[src/rtl/vga_rx_monitor.sv]
// vga_rx_monitor: locks onto the incoming VGA sync timing, regenerates pixel
// coordinates, flags line/frame length errors, counts frames and captures the
// colour seen at a programmable probe coordinate.
//
// state     | meaning
// ----------+----------------------------------------------------------
// ST_SEARCH | no trusted timing, waiting for the first hsync fall
// ST_HLOCK  | line length being verified, waiting for a vsync fall
// ST_LOCKED | line and frame timing trusted, pixels are reported
module vga_rx_monitor #(
  parameter int H_VISIBLE = 640,
  parameter int H_SYNC    = 96,
  parameter int H_BACK    = 48,
  parameter int H_TOTAL   = 800,
  parameter int V_VISIBLE = 480,
  parameter int V_SYNC    = 2,
  parameter int V_BACK    = 33,
  parameter int V_TOTAL   = 525
) (
  input  logic       clk,
  input  logic       rst,
  input  logic       pix_en,
  input  logic       vga_h_sync,
  input  logic       vga_v_sync,
  input  logic [2:0] vga_R,
  input  logic [2:0] vga_G,
  input  logic [1:0] vga_B,
  input  logic [9:0] probe_x,
  input  logic [9:0] probe_y,
  output logic       pix_valid,
  output logic [9:0] pix_x,
  output logic [9:0] pix_y,
  output logic [7:0] pix_rgb,
  output logic [7:0] probe_rgb,
  output logic       probe_hit,
  output logic       locked,
  output logic       frame_done,
  output logic [7:0] frame_count,
  output logic       h_err,
  output logic       v_err
);

  localparam logic [9:0] H_LAST  = 10'(H_TOTAL - 1);
  localparam logic [9:0] V_LAST  = 10'(V_TOTAL - 1);
  localparam logic [9:0] H_START = 10'(H_SYNC + H_BACK);
  localparam logic [9:0] H_END   = 10'(H_SYNC + H_BACK + H_VISIBLE - 1);
  localparam logic [9:0] V_START = 10'(V_SYNC + V_BACK);
  localparam logic [9:0] V_END   = 10'(V_SYNC + V_BACK + V_VISIBLE - 1);
  localparam logic [9:0] CNT_MAX = 10'h3ff;

  typedef enum logic [1:0] {
    ST_SEARCH = 2'd0,
    ST_HLOCK  = 2'd1,
    ST_LOCKED = 2'd2
  } state_t;

  state_t     state_q, state_d;
  logic [9:0] hcnt_q, hcnt_d;
  logic [9:0] vcnt_q, vcnt_d;
  logic       hs_prev_q, hs_prev_d;
  logic       vs_prev_q, vs_prev_d;
  logic [7:0] frame_count_q, frame_count_d;
  logic       pix_valid_q, pix_valid_d;
  logic [9:0] pix_x_q, pix_x_d;
  logic [9:0] pix_y_q, pix_y_d;
  logic [7:0] pix_rgb_q, pix_rgb_d;
  logic [7:0] probe_rgb_q, probe_rgb_d;
  logic       probe_hit_q, probe_hit_d;
  logic       frame_done_q, frame_done_d;
  logic       h_err_q, h_err_d;
  logic       v_err_q, v_err_d;

  logic       hfall, vfall;
  logic       line_bad, frame_bad;
  logic       in_window;
  logic [7:0] rgb_in;

  assign rgb_in = {vga_R, vga_G, vga_B};
  assign hfall  = hs_prev_q & ~vga_h_sync;
  assign vfall  = vs_prev_q & ~vga_v_sync;

  // A line is wrong if the fall comes early/late relative to the last count.
  assign line_bad  = hfall ? (hcnt_q != H_LAST) : (hcnt_q == H_LAST);
  assign frame_bad = vfall ? (vcnt_q != V_LAST) : (hfall && (vcnt_q == V_LAST));

  // Next-state, counters and registered outputs for one pixel-rate sample.
  always_comb begin
    state_d       = state_q;
    hcnt_d        = hcnt_q;
    vcnt_d        = vcnt_q;
    hs_prev_d     = hs_prev_q;
    vs_prev_d     = vs_prev_q;
    frame_count_d = frame_count_q;
    pix_x_d       = pix_x_q;
    pix_y_d       = pix_y_q;
    pix_rgb_d     = pix_rgb_q;
    probe_rgb_d   = probe_rgb_q;
    pix_valid_d   = 1'b0;
    probe_hit_d   = 1'b0;
    frame_done_d  = 1'b0;
    h_err_d       = 1'b0;
    v_err_d       = 1'b0;
    in_window     = 1'b0;

    if (pix_en) begin
      hs_prev_d = vga_h_sync;
      vs_prev_d = vga_v_sync;

      if (hfall) begin
        hcnt_d = '0;
      end else if (hcnt_q != CNT_MAX) begin
        hcnt_d = hcnt_q + 10'd1;
      end

      if (vfall) begin
        vcnt_d = '0;
      end else if (hfall && (vcnt_q != CNT_MAX)) begin
        vcnt_d = vcnt_q + 10'd1;
      end

      case (state_q)
        ST_SEARCH: begin
          if (hfall) state_d = ST_HLOCK;
        end
        ST_HLOCK: begin
          if (line_bad) begin
            state_d = ST_SEARCH;
          end else if (vfall) begin
            state_d = ST_LOCKED;
          end
        end
        ST_LOCKED: begin
          if (line_bad || frame_bad) begin
            state_d = ST_SEARCH;
            h_err_d = line_bad;
            v_err_d = frame_bad;
          end else if (vfall) begin
            frame_done_d  = 1'b1;
            frame_count_d = frame_count_q + 8'd1;
          end
        end
        default: state_d = ST_SEARCH;
      endcase

      // Window test uses the counts this sample lands on, not the old ones.
      in_window = (hcnt_d >= H_START) && (hcnt_d <= H_END) &&
                  (vcnt_d >= V_START) && (vcnt_d <= V_END);

      if ((state_d == ST_LOCKED) && in_window) begin
        pix_valid_d = 1'b1;
        pix_x_d     = hcnt_d - H_START;
        pix_y_d     = vcnt_d - V_START;
        pix_rgb_d   = rgb_in;
        if ((pix_x_d == probe_x) && (pix_y_d == probe_y)) begin
          probe_hit_d = 1'b1;
          probe_rgb_d = rgb_in;
        end
      end
    end
  end

  // State and output registers; reset wins over pix_en.
  always_ff @(posedge clk) begin
    if (rst) begin
      state_q       <= ST_SEARCH;
      hcnt_q        <= '0;
      vcnt_q        <= '0;
      hs_prev_q     <= 1'b0;
      vs_prev_q     <= 1'b0;
      frame_count_q <= '0;
      pix_valid_q   <= 1'b0;
      pix_x_q       <= '0;
      pix_y_q       <= '0;
      pix_rgb_q     <= '0;
      probe_rgb_q   <= '0;
      probe_hit_q   <= 1'b0;
      frame_done_q  <= 1'b0;
      h_err_q       <= 1'b0;
      v_err_q       <= 1'b0;
    end else begin
      state_q       <= state_d;
      hcnt_q        <= hcnt_d;
      vcnt_q        <= vcnt_d;
      hs_prev_q     <= hs_prev_d;
      vs_prev_q     <= vs_prev_d;
      frame_count_q <= frame_count_d;
      pix_valid_q   <= pix_valid_d;
      pix_x_q       <= pix_x_d;
      pix_y_q       <= pix_y_d;
      pix_rgb_q     <= pix_rgb_d;
      probe_rgb_q   <= probe_rgb_d;
      probe_hit_q   <= probe_hit_d;
      frame_done_q  <= frame_done_d;
      h_err_q       <= h_err_d;
      v_err_q       <= v_err_d;
    end
  end

  assign pix_valid   = pix_valid_q;
  assign pix_x       = pix_x_q;
  assign pix_y       = pix_y_q;
  assign pix_rgb     = pix_rgb_q;
  assign probe_rgb   = probe_rgb_q;
  assign probe_hit   = probe_hit_q;
  assign locked      = (state_q == ST_LOCKED);
  assign frame_done  = frame_done_q;
  assign frame_count = frame_count_q;
  assign h_err       = h_err_q;
  assign v_err       = v_err_q;

endmodule

[config.mk]
export PLATFORM = sky130hd
export DESIGN_NAME = vga_rx_monitor
export DESIGN_NICKNAME = d
export VERILOG_FILES = /design/src/rtl/vga_rx_monitor.sv
export SDC_FILE = /design/constraint.sdc
export NUM_CORES = 1
export LEC_CHECK = 0
export CORE_MARGIN = 5
export CORE_UTILIZATION = 54
export CTS_CLUSTER_SIZE = 10
export DETAILED_ROUTE_END_ITERATION = 6
export HOLD_SLACK_MARGIN = 0.15
export PLACE_DENSITY = 0.81
export RECOVER_POWER = 100
export SYNTH_ARGS = -nofsm -noshare
export SYNTH_HDL_FRONTEND = slang
export SYNTH_SLANG_ARGS = --single-unit
[constraint.sdc]
create_clock -name clk -period 5.1 [get_ports clk]
set_input_delay 0.765 -clock clk [delete_from_list [all_inputs] [get_ports clk]]
set_output_delay 0.765 -clock clk [all_outputs]
set_load 0.01 [all_outputs]
-- After elaboration in Yosys (flattened, before gate mapping)
Index checks and enable logic that the tools add are counted.
- word-level logic and storage cells: 76
- input port bits: 33
- register bits after elaboration: 73
- bitwise operators: 8
- reductions and logical operators: 16
- mux-type cells: 17
- order comparisons: 4
- eq/ne operators: 11
- add/subtract/negate cells: 5
- operators by type and width (kind ; number):
    2-to-1 mux 10 bit ; 6
    != test 10 bit, second input constant ; 4
    adder 10 x 1 -> 10 bit, second input constant ; 2
    equality test 10 bit ; 2
    equality test 10 bit, second input constant ; 2
    less-or-equal comparator 10 bit, second input constant ; 2
    greater-or-equal comparator 10 x 6 -> 1 bit, second input constant ; 1
    greater-or-equal comparator 10 x 8 -> 1 bit, second input constant ; 1
    2-to-1 mux 2 bit ; 5
    subtractor 10 x 6 -> 10 bit, second input constant ; 1
    subtractor 10 x 8 -> 10 bit, second input constant ; 1
    adder 8 x 1 -> 8 bit, second input constant ; 1
    OR reduction 4 bit ; 2
    logical AND 1 bit ; 7
    inverter 1 bit ; 6
    one-hot mux 2 bit (3 select lines) ; 1
    2-to-1 mux 1 bit ; 5
    equality test 2 bit, second input constant ; 2
    AND reduction 4 bit ; 1
    AND reduction 3 bit ; 1
    OR reduction 3 bit ; 1
    bitwise AND 1 bit ; 2
    equality test 2 x 1 -> 1 bit, second input constant ; 1
    logical NOT 2 bit ; 1
    other kinds (3) ; 3

-- Longest topological paths before layout
- word-level depth: 12
- mapped depth: 17
- gate-level depth less buffers: 16

-- Worst setup path after synthesis
No wires, ideal clock.
- kind: input to register
- from: in vga_h_sync
- to: reg probe_rgb_q[0] (netlist: probe_rgb[0])
- library setup time: 0.072 ns
- cell stages on the path: 16
- data arrival time: 3.757 ns
- slack: 1.271 ns
- buffers on the path: 1
- cell sequence: nor2b_1 buf_2 o31ai_4 xnor2_1 nor2_1 inv_1 ha_1 xnor2_1 a211oi_1 o211ai_1 a31oi_1 o211ai_1 nor4_1 nand4b_1 nor4_4 mux2i_1
- longest elaborated chain between the ends: 11
- elaborated cells on any way between the ends: 32
- those cells by class: add/sub: 2; order compare: 4; eq/ne: 3; mux: 12; bitwise: 2; reduce/logical: 9
- ends and longest elaborated chain (item ; RTL line ; text):
    start: declaration ; 23 ; input logic vga_h_sync,
    inverter 1 bit * ; 79 ; assign hfall = hs_prev_q & ~vga_h_sync;
    bitwise AND 1 bit * ; 79 ;
    branches (longest 8 deep; another with subtractor 10 x 6 -> 10 bit) ; n/a ;
    AND reduction 3 bit (no source line) * ; n/a ;
    end signal: assignment ; 191 ; probe_rgb_q <= probe_rgb_d;
    end: declaration ; 67 ; logic [7:0] probe_rgb_q, probe_rgb_d;
Mark *: on every way between the ends. The select of a mux whose other input is x is not followed.
A chain may end at the register's enable or synchronous reset.

-- Worst setup path in the final report
- from: reg vcnt_q[1]
- to: reg probe_rgb_q[7] (netlist: probe_rgb[7])
- longest elaborated chain between the ends: 10
- elaborated cells on any way between the ends: 24
- those cells by class: add/sub: 2; order compare: 2; eq/ne: 5; mux: 7; reduce/logical: 8
- ends and longest elaborated chain (item ; RTL line ; text):
    start: declaration ; 59 ; logic [9:0] vcnt_q, vcnt_d;
    start signal: assignment ; 183 ; vcnt_q <= vcnt_d;
    branches (longest 9 deep; another with adder 10 x 1 -> 10 bit) ; n/a ;
    AND reduction 3 bit (no source line) * ; n/a ;
Marks and branches as above.

==> qor.csv <==
metric,value,unit
initial DRC count,429,
antenna violations before repair,0,
gr ovfl total,0,
DR WL/cell,18.4,µm
Crit Path Category,reg2reg,
"Setup violations, final",0,
CTS resizes,0,
vias in the first global route,4360,
worst slew pin tran,1210,ps
status,"complete, no violations",
Net Sw Frac,0.274,
area occupied by multi-input gates,3070,µm²
RD Place Congestion,0.926,
Worst Skew,17.7,ps
most frequent cell after synthesis,nor2_1,
CP Data Arrival Time,4680,ps
via count,4577,
largest net degree at the start of global routing,63,
final period utilization,0.864,
worst hold path type,reg2reg,
post-route minimum period,4400,ps
CP max FO,8,
leak pwr,2.26,nW
Mapped Area,4820,µm²
Placeable Area,8720,µm²
drc violations,0,
Max H-tree Level,3,
Routed WL,13600,µm
Syn Nets,607,
global-route wire length before repair,21800,µm
vias per cell,6.22,
worst skew pair latency,360,ps
Post-synth ARST share,0,
maximum clock path buffer count,2,
Clock transition at path regs,90,ps
Max VDD drop,179,µV
syn_area_per_cell,8.53,µm²
f_max,227,MHz
layout cells sized above 1,0.0860,
r2r setup slk,700,ps
"top cells by count, synth","nor2_1 (76), dfxtp_1 (73), mux2i_1 (52), nand2_1 (35), xnor2_1 (21)",
max capacitance violation total,0,
RR Startpoint,vcnt_q[1]$_SDFFE_PP0P_,
# IOs,83,
post-route ant nets,0,
Vert. Die Dim,104,µm
max-slew violations,0,
ANT cells,0,
drt pass-1 iters,4,
Area contributors post-synth,"dfxtp_1 (30%), mux2i_1 (11%), nor2_1 (5.9%)",
port bufs,82,
"Hold-fix buffers, CTS",0,
hold depth,2,
hold path start,probe_rgb[1]$_SDFFE_PP0P_,
clock power share,0.418,
Synth top area share,0.303,
cell taking the most area after synthesis,dfxtp_1,
register area,1460,µm²
CTS Root Cell,clkbuf_8,
setup bufs post-CTS,0,
Overall Power,1.18,mW
Post-Route Setup TNS,0,ps
Layout area overhead,20.4,%
GRT Overall Usage,0.240,
RSZ-0062 raised after global routing,false,
# fillers,732,
CTS tree,done,
Post-Syn Instances,565,
Starting Density,0.553,
Rows,34,
ys flop type,dfxtp_1,
r2r endpoint,probe_rgb[7]$_SDFFE_PP0P_,
total CTS buffers,9,
Int Power,858,µW
die width,104,µm
net switching power of the design,324,µW
CP startpoint kind,flip-flop,
Final Hold Viols,0,
Flop pwr share,0.488,
WHS Endpoint,probe_rgb[1]$_SDFFE_PP0P_,
Max-slew headroom,0.192,
reg2reg path depth,17,
post-synth cell types,82,
Detailed Place HPWL,10000,µm
Logic pwr share,0.095,
NumNets Final,665,
Seq cells post-synth,73,
crit end category,flip-flop,
Sink Count,73,
"Seq/Total Area, Yosys",0.303,
worst path required time,5370,ps
number of synthesized flops with an enable pin,0,
YS warnings,0,
pwr dens,204,nW/µm²
Die ar.,10900,µm²
==> final cells by class <==
type	count	area share
clock buffers	9	0.0214
flip-flops and latches	73	0.252
inverters	12	0.00777
well taps	108	0.0233
clock inverters	7	0.0142
multi-input cells	436	0.529
repair buffers	91	0.153
==> worst max-delay path, stage by stage (launching register included) <==
cell and delay [ps]:
dfxtp_1 420, ha_1 320, nand3_1 170, o31ai_1 570
xnor2_1 210, nor2_1 250, inv_1 80, ha_1 340
xnor2_1 170, a211oi_1 200, o211ai_1 140, a31oi_1 200
o211ai_1 120, nor4_1 240, nand4b_1 180, nor4_4 260
buf_4 250, mux2i_1 200
==> flip-flops by register name (all words and copies together), names as in the netlist <==
register and flops:
pix_y 10, v_err 1, probe_hit 1, h_err 1
hs_prev_q 1, vs_prev_q 1, pix_valid 1, pix_x 10
pix_rgb 8, vcnt_q 10, state_q 2, frame_count 8
probe_rgb 8, hcnt_q 10, frame_done 1
==> worst max path at each step <==
stage,from,slack (ps),endpoint,cells past startpoint
finish,vcnt_q[1]$_SDFFE_PP0P_,700,probe_rgb[7]$_SDFFE_PP0P_,17
global route,vcnt_q[1]$_SDFFE_PP0P_,370,probe_rgb[6]$_SDFFE_PP0P_,17
CTS,hcnt_q[1]$_SDFFE_PP0P_,860,probe_rgb[7]$_SDFFE_PP0P_,16
floorplan,vga_h_sync,1270,probe_rgb[0]$_SDFFE_PP0P_,16
detailed placement,vga_h_sync,560,probe_rgb[5]$_SDFFE_PP0P_,16
global placement,vga_h_sync,740,probe_rgb[1]$_SDFFE_PP0P_,16
==> layer usage <==
layer  vias up  wire (µm)  track usage
met1      2144       6020        0.316
li1       2184          -            -
met5         -          0            0
met3        19       1340       0.0757
met4         0        235       0.0833
met2       230       5980        0.369
==> through the flow <==
step / setup slack, ps / utilization / cell area, µm² / cells / hold WS, ps
2_1_floorplan: 1270 / - / 4820 / 565 / 477
3_3_place_gp: 744 / 0.645 / 5630 / 720 / 442
3_5_place_dp: 556 / 0.645 / 5630 / 720 / 453
4_1_cts: 860 / 0.669 / 5830 / 736 / 468
5_1_grt: 374 / 0.665 / 5800 / 736 / 490
6_report: 696 / 0.665 / 5800 / 736 / 464
==> power by group through the flow <==
stage          logic (mW)  registers, mW  clock network, mW
6_report            0.112          0.577              0.494
5_1_grt             0.121          0.577              0.524
4_1_cts             0.112          0.577              0.501
2_1_floorplan      0.0643          0.588                  0
3_3_place_gp        0.110          0.589                  0
3_5_place_dp        0.111          0.590                  0
==> placed cells by master, fill, tap and decap left out, drive strengths merged, types with 6 or more instances in the layout <==
cell	count
or3	9
nor2	76
a21oi	20
and3	6
clkdlybuf4s50	29
nand4	18
buf	7
nand2	35
dfxtp	73
o211a	6
mux2i	52
a211oi	21
nand3	16
dlygate4sd3	52
clkbuf	12
nor4	7
and2	14
xnor2	23
inv	15
o21ai	14
ha	9
a31oi	10
nor3	14
a41oi	6
o211ai	8
==> cell families (layout without fill, tap and decap cells) <==
kind of cell | count (synthesis) | in the layout | synth area share
muxes | 53 | 53 | 0.110
DFF | 73 | 73 | 0.303
adders and majority gates | 9 | 9 | 0.0234
AOI/OAI and AO/OA | 118 | 118 | 0.195
and+or+nand+nor | 227 | 227 | 0.253
buffers and inverters | 56 | 119 | 0.0563
xor gates and xnor gates | 29 | 29 | 0.0587
Power figures use the tool's default switching activity.
